--- src/rtl/nbit_adder_pkg.sv ---
// Shared constants and result type for the ripple-carry adder family.
// Used by the Booth multiplier's partial-product accumulation path.
package adder_pkg;

  localparam int ADDER_WIDTH = 8;

  // {carry,sum} in the order produced by an exact (WIDTH+1)-bit addition
  typedef struct packed {
    logic                   carry;
    logic [ADDER_WIDTH-1:0] sum;
  } adder_result_t;

endpackage

--- src/rtl/nbit_adder_if.sv ---
// Operand/result bundle for nbit_adder: the producer drives operands, the adder returns results.
interface nbit_adder_if
  import adder_pkg::*;
#(
  parameter int WIDTH = ADDER_WIDTH
);

  logic             in_valid;
  logic [WIDTH-1:0] a;
  logic [WIDTH-1:0] b;
  logic [WIDTH-1:0] sum;
  logic             carry;
  logic             out_valid;

  modport master (
    output in_valid,
    output a,
    output b,
    input  sum,
    input  carry,
    input  out_valid
  );

  modport slave (
    input  in_valid,
    input  a,
    input  b,
    output sum,
    output carry,
    output out_valid
  );

endinterface

--- src/rtl/nbit_adder_full_adder.sv ---
// Single-bit full-adder cell; the ripple chain in nbit_adder is built from these.
module full_adder (
  input  logic a,
  input  logic b,
  input  logic cin,
  output logic s,
  output logic cout
);

  logic p;

  assign p    = a ^ b;
  assign s    = p ^ cin;
  assign cout = (a & b) | (cin & p);

endmodule

--- src/rtl/nbit_adder.sv ---
// Unsigned WIDTH-bit ripple-carry adder with a one-cycle registered result and valid flag.
// A result is presented for exactly one cycle; there is no backpressure.
module nbit_adder
  import adder_pkg::*;
#(
  parameter int WIDTH = ADDER_WIDTH
) (
  input  logic         clk,
  input  logic         rst_n,
  nbit_adder_if.slave  bus
);

  typedef struct packed {
    logic             carry;
    logic [WIDTH-1:0] sum;
  } result_t;

  logic [WIDTH:0]   c;
  logic [WIDTH-1:0] s;
  result_t          res_d;
  result_t          res_q;
  logic             out_valid_d;
  logic             out_valid_q;

  assign c[0] = 1'b0;

  for (genvar g = 0; g < WIDTH; g++) begin : g_cell
    full_adder u_fa (
      .a    (bus.a[g]),
      .b    (bus.b[g]),
      .cin  (c[g]),
      .s    (s[g]),
      .cout (c[g+1])
    );
  end

  // Operands are ignored entirely unless in_valid is high, so junk on a/b cannot leak out.
  always_comb begin
    res_d       = res_q;
    out_valid_d = bus.in_valid;
    if (bus.in_valid) begin
      res_d.carry = c[WIDTH];
      res_d.sum   = s;
    end
  end

  always_ff @(posedge clk or negedge rst_n) begin
    if (!rst_n) begin
      res_q       <= '0;
      out_valid_q <= 1'b0;
    end else begin
      res_q       <= res_d;
      out_valid_q <= out_valid_d;
    end
  end

  assign bus.sum       = res_q.sum;
  assign bus.carry     = res_q.carry;
  assign bus.out_valid = out_valid_q;

endmodule

--- src/flat_wrapper.sv ---
// flat-port wrapper written by rule: the top's interface ports become plain ports
module nbit_adder_flat import adder_pkg::*;
#(
  parameter int WIDTH = ADDER_WIDTH
)
  (clk, rst_n, bus_in_valid, bus_a, bus_b, bus_sum, bus_carry, bus_out_valid);
  nbit_adder_if #(.WIDTH(WIDTH)) bus_i ();
  input  logic clk;
  input  logic rst_n;
  input wire logic [$bits(bus_i.in_valid)-1:0] bus_in_valid;
  input wire logic [$bits(bus_i.a)-1:0] bus_a;
  input wire logic [$bits(bus_i.b)-1:0] bus_b;
  output wire logic [$bits(bus_i.sum)-1:0] bus_sum;
  output wire logic [$bits(bus_i.carry)-1:0] bus_carry;
  output wire logic [$bits(bus_i.out_valid)-1:0] bus_out_valid;
  assign bus_i.in_valid = bus_in_valid;
  assign bus_i.a = bus_a;
  assign bus_i.b = bus_b;
  assign bus_sum = bus_i.sum;
  assign bus_carry = bus_i.carry;
  assign bus_out_valid = bus_i.out_valid;
  nbit_adder #(.WIDTH(WIDTH)) u_core (.clk(clk), .rst_n(rst_n), .bus(bus_i));
endmodule
--- config.mk ---
export PLATFORM = sky130hd
export DESIGN_NAME = nbit_adder_flat
export DESIGN_NICKNAME = d
export VERILOG_FILES = /design/src/rtl/nbit_adder_pkg.sv /design/src/rtl/nbit_adder_if.sv /design/src/rtl/nbit_adder_full_adder.sv /design/src/rtl/nbit_adder.sv /design/src/flat_wrapper.sv
export SDC_FILE = /design/constraint.sdc
export NUM_CORES = 1
export LEC_CHECK = 0
export BUFFER_PORTS_ARGS = -buffer_cell sky130_fd_sc_hd__buf_2
export CAP_MARGIN = 40
export CORE_MARGIN = 2
export CORE_UTILIZATION = 23
export CTS_CLUSTER_DIAMETER = 150
export DETAILED_ROUTE_END_ITERATION = 10
export GPL_ROUTABILITY_DRIVEN = 1
export PLACE_DENSITY = 0.47
export SYNTH_ARGS = -nofsm -noshare
export SYNTH_HDL_FRONTEND = slang
export SYNTH_SLANG_ARGS = --single-unit
export TNS_END_PERCENT = 1
--- constraint.sdc ---
create_clock -name clk -period 2.2 [get_ports clk]
set_input_delay 0.22 -clock clk [delete_from_list [all_inputs] [get_ports clk]]
set_output_delay 0.22 -clock clk [all_outputs]
set_load 0.02 [all_outputs]
==> After elaboration in Yosys (flattened, before gate mapping) <==
Cells that the tools add are included.
Widths: inputs -> output; s select.
{ "classes": {"n_bitwise": 37} }
{ "ops": {"columns": ["cell", "count"], "rows": [
  ["$and 1x1->1", 15],
  ["$xor 1x1->1", 15],
  ["$or 1x1->1", 7]
]} }
{ "word_totals": {"register_bits": 10, "inputBits": 19, "wordCells": 40} }

==> Depth between registers and ports, before layout <==
{ "depth": {"ltp_word": 15, "depth_mapped": 10, "ltp_nobuf": 10} }

==> Modules after synthesis <==
From an unflattened synthesis, not the netlist that was laid out.
{ "hier_totals": {"hier_cells": 29, "area_unflattened_um2": 560.5} }
{ "by_module_without_submodules": {"columns": ["module", "n_inst", "cells_per_inst", "area_per_inst_um2", "seq_area_each_um2"], "rows": [
  ["nbit_adder", 1, 21, 400.4, 250.2],
  ["full_adder", 8, 1, 20.0, 0.0]
]} }

==> Least setup slack after synthesis <==
No wires, ideal clock.
{ "synth_timing": {"path_type": "input -> register", "start": "input bus_b[0]", "end": "register u_core.res_q, in the netlist u_core.bus.sum[7]", "t_arrival_ns": 3.230, "required_time_ns": 2.121, "slack_ns": -1.109, "path_stages": 10, "n_path_buf": 0, "path_cell_list": "ha_1 > fa_1 > fa_1 > fa_1 > fa_1 > fa_1 > fa_1 > inv_1 > fa_1 > mux2i_1"} }
{ "synth_via": {"elab_chain_len": 14} }
{ "synth_lines": {"columns": ["item", "line", "text"], "rows": [
  ["start, declared", "flat_wrapper.sv:12", "input wire logic [$bits(bus_i.b)-1:0] bus_b;"],
  ["$and 1x1->1 (2 in a row)", "nbit_adder_full_adder.sv:14", "assign cout = (a & b) | (cin & p);"],
  ["$or 1x1->1", "nbit_adder_full_adder.sv:14", null],
  ["$and 1x1->1", "nbit_adder_full_adder.sv:14", null],
  ["$or 1x1->1", "nbit_adder_full_adder.sv:14", null],
  ["$and 1x1->1", "nbit_adder_full_adder.sv:14", null],
  ["$or 1x1->1", "nbit_adder_full_adder.sv:14", null],
  ["$and 1x1->1", "nbit_adder_full_adder.sv:14", null],
  ["$or 1x1->1", "nbit_adder_full_adder.sv:14", null],
  ["$and 1x1->1", "nbit_adder_full_adder.sv:14", null],
  ["$or 1x1->1", "nbit_adder_full_adder.sv:14", null],
  ["$and 1x1->1", "nbit_adder_full_adder.sv:14", null],
  ["$or 1x1->1", "nbit_adder_full_adder.sv:14", null],
  ["$xor 1x1->1", "nbit_adder_full_adder.sv:13", "assign s = p ^ cin;"],
  ["end signal, assigned", "nbit_adder.sv:52", "res_q <= res_d;"],
  ["end, declared", "nbit_adder.sv:21", "result_t res_q;"]
]} }
No other way between the ends.
A chain may end at the register's enable or synchronous reset.

==> Worst setup path in the final report <==
Ends and elaborated chain as after synthesis.

==> impl_metrics.tcl <==
set metrics [dict create \
    status "finished, violations left" \
    failed_checks "negative setup slack" \
    initial_core_util 0.2476 \
    slew_viol_final 0 \
    stdcell_area_sq_um 803.3 \
    hold_violations 0 \
    synth_xor_area_frac 0 \
    drtIter0Drc 2 \
    reg2reg_to "u_core.bus.sum[6]" \
    grtUsageTotal 0.08950 \
    drcViolationCount 0 \
    critPathRequiredTime_ns 2.38 \
    h-tree-depth 1 \
    drt_wl_total_microns 993 \
    yosysTopAreaCellShare 0.4525 \
    synth_top_cell_by_area "dfrtp_1" \
    antenna_found_initial 0 \
    fmax_mhz 339.3 \
    fillers 234 \
    hp-class "input pin to register" \
    seqPwrFrac 0.397 \
    yosysUniqueCellTypes 9 \
    placed_area_sq_um 729.5 \
    cp.arrival_ns 3.13 \
    rrSetupSlack_ns 1.43 \
    cts_tree "yes" \
    r2r_cells 1 \
    synthTopCellsByArea "dfrtp_1, fa_1, mux2_4, inv_1, ha_1" \
    cts-root-buf "clkbuf_4" \
    p_leak_nw 0.3975 \
    synth_compound_area_frac 0.009050 \
    layout.cells.non_filler 93 \
    setup_slack_ns -0.7474 \
    row_count 17 \
    postRouteAntennaNets 0 \
    clkLatencyLatePin_ns 0.26 \
    hold_path_depth 1 \
    io_buffers 28 \
    via_per_inst 3.806 \
    clkPwrFrac 0.272 \
    synth.avg_cell_area_sq_um 16.76 \
    setup_viol 4 \
    numCtsBuffers 3 \
    final_common_cell "buf_2" \
    fp.dieW_microns 53.04 \
    p_per_area_mw_per_mm2 752.1 \
    rr_startpoint "u_core.bus.sum[6]" \
    rsz0062_at_grt "true" \
    ys_warn_count 0 \
    clock_sinks 10 \
    critPathMaxStageDelay_ns 0.39 \
    switching_share 0.3050 \
    drive_gt1_frac 0.7231 \
    path_cells "buf_6 > ha_4 > fa_2 > fa_2 > fa_2 > fa_2 > fa_2 > fa_2 > inv_2 > fa_1 > mux2i_1" \
    final_cell_mix "buf_2, dfrtp_1, mux2_4" \
    dieHeight_microns 53.04 \
    grt_first_pass_wirelength_microns 1669 \
    wl_per_cell_microns 10.68 \
    min-delay-start "bus_in_valid" \
    critPathTopFamily "adder cells" \
    internal_power_uw 419.8 \
    critPathLaunchType "input pin" \
    syn_nets 60 \
    nets 93 \
    p_sw_uw 184.3 \
    dp_slack_ns -1.156 \
    dr.pass1.iters 2 \
    synthMuxAreaShare 0.2081 \
    die-area_sq_mm 0.002813 \
    gp_congestion 0.6793 \
    dp_cells 88 \
    clk_pin_slew_worst_paths_ns 0.07 \
    path_class "input pin to register" \
    synth.ff_latch_count 10 \
    finalPower_uw 604.1 \
    antennaDiodeCount 0 \
    peakVddDrop_mv 0.2985 \
    grt_overflow 0 \
    grt_start_max_net_pins 12 \
    design.portCount 29 \
    cts_max_path_buffers 2 \
    relSlewSlack 0.7940 \
    core_area_sq_mm 0.002233 \
    vias 354 \
    seq_area_frac_synth 0.4525 \
    netlist_area_sq_um 553.0 \
    tightest_slew_ns 0.3090 \
    cp_num_buf_inv 2 \
    fin_crit_ns 2.947 \
    grt_pass1_vias 382 \
    synthSimpleGateAreaFrac 0.006787 \
    crit_slowest_cell "fa_1" \
    period_share 1.340 \
    cp_max_fo 1 \
    crit_top_cell "fa_2" \
    area_delta_synth_final_pct 45.25 \
    dp_hpwl_microns 764.3 \
    holdWs_ns 0.2487 \
    power_frac_comb 0.331 \
    synthAdderAreaFrac 0.2760 \
    drv_cap 0 \
    synth_top_family_by_area "adder cells" \
    fin_skew_ns 0 \
    worstHoldEndpoint "u_core.bus.out_valid" \
    end_kind "register" \
    synthCells 33 \
]
per-stage QoR:
step / utilization / setup TNS, ns
global placement: 0.3266 / -3.552
global route: 0.3597 / -2.137
detailed placement: 0.3266 / -3.626
finish: 0.3597 / -1.862
CTS: 0.3597 / -1.918
floorplan: - / -2.581
sequential cells by signal (all words and copies together), names as in the netlist:
name	cells
u_core.bus.out_valid	1
u_core.bus.carry	1
u_core.bus.sum	8
power by group through the flow:
stage | Sequential [mW] | Clock [mW] | Combinational [mW]
finish | 0.240 | 0.164 | 0.200
global route | 0.245 | 0.187 | 0.223
floorplan | 0.288 | 0 | 0.0788
global placement | 0.243 | 0 | 0.196
CTS | 0.241 | 0.173 | 0.204
detailed placement | 0.242 | 0 | 0.197
area by class of cell:
cell class	count	area (sq um)	area share
Multi-Input combinational cell	18	304.0	0.3785
Clock buffer	4	36.28	0.04517
Tap cell	28	35.03	0.04361
Inverter	4	15.01	0.01869
Timing Repair Buffer	29	162.7	0.2025
Sequential cell	10	250.2	0.3115
cell families (layout without fill, tap and decap cells):
group	Yosys count	after routing
AOI/OAI and AO/OA	1	1
adders and majority gates	8	8
buffers and inverters	5	37
DFF	10	10
muxes	8	8
and+or+nand+nor	1	1
how the worst max path moves through the flow:
stage / slack [ns] / from / cells after the start / end
2_1_floorplan: -0.91 / bus_b[0] / 10 / u_core.bus.sum[7]
5_1_grt: -0.85 / bus_b[0] / 11 / u_core.bus.sum[7]
4_1_cts: -0.77 / bus_b[0] / 11 / u_core.bus.sum[7]
6_report: -0.75 / bus_b[0] / 11 / u_core.bus.sum[7]
3_5_place_dp: -1.16 / bus_b[0] / 11 / u_core.bus.sum[7]
3_3_place_gp: -1.13 / bus_b[0] / 11 / u_core.bus.sum[7]
synthesized netlist by cell type:
| master | n |
|---|---|
| buf_6 | 1 |
| ha_1 | 1 |
| a21oi_1 | 1 |
| nor2_1 | 1 |
| inv_1 | 4 |
| mux2i_1 | 1 |
| fa_1 | 7 |
| dfrtp_1 | 10 |
| mux2_4 | 7 |
what timing repair did:
action | in CTS | in global routing
endpoints found under the hold margin | 10 | 0
buffers inserted | 0 | 0
hold buffers | 1 | 0
gates resized for setup | 6 | 0
setup endpoints to repair | 4 | 4
layer usage:
metal	vias up	wire length, microns	part of all wire	track usage
met2	17	459	0.46	0.1271
met1	170	433	0.44	0.1095
met5	-	0	0	0
li1	167	-	-	-
met3	0	99	0.10	0.04237
met4	0	0	0	0.05128
Note: power is estimated with default switching activity, not from simulation.
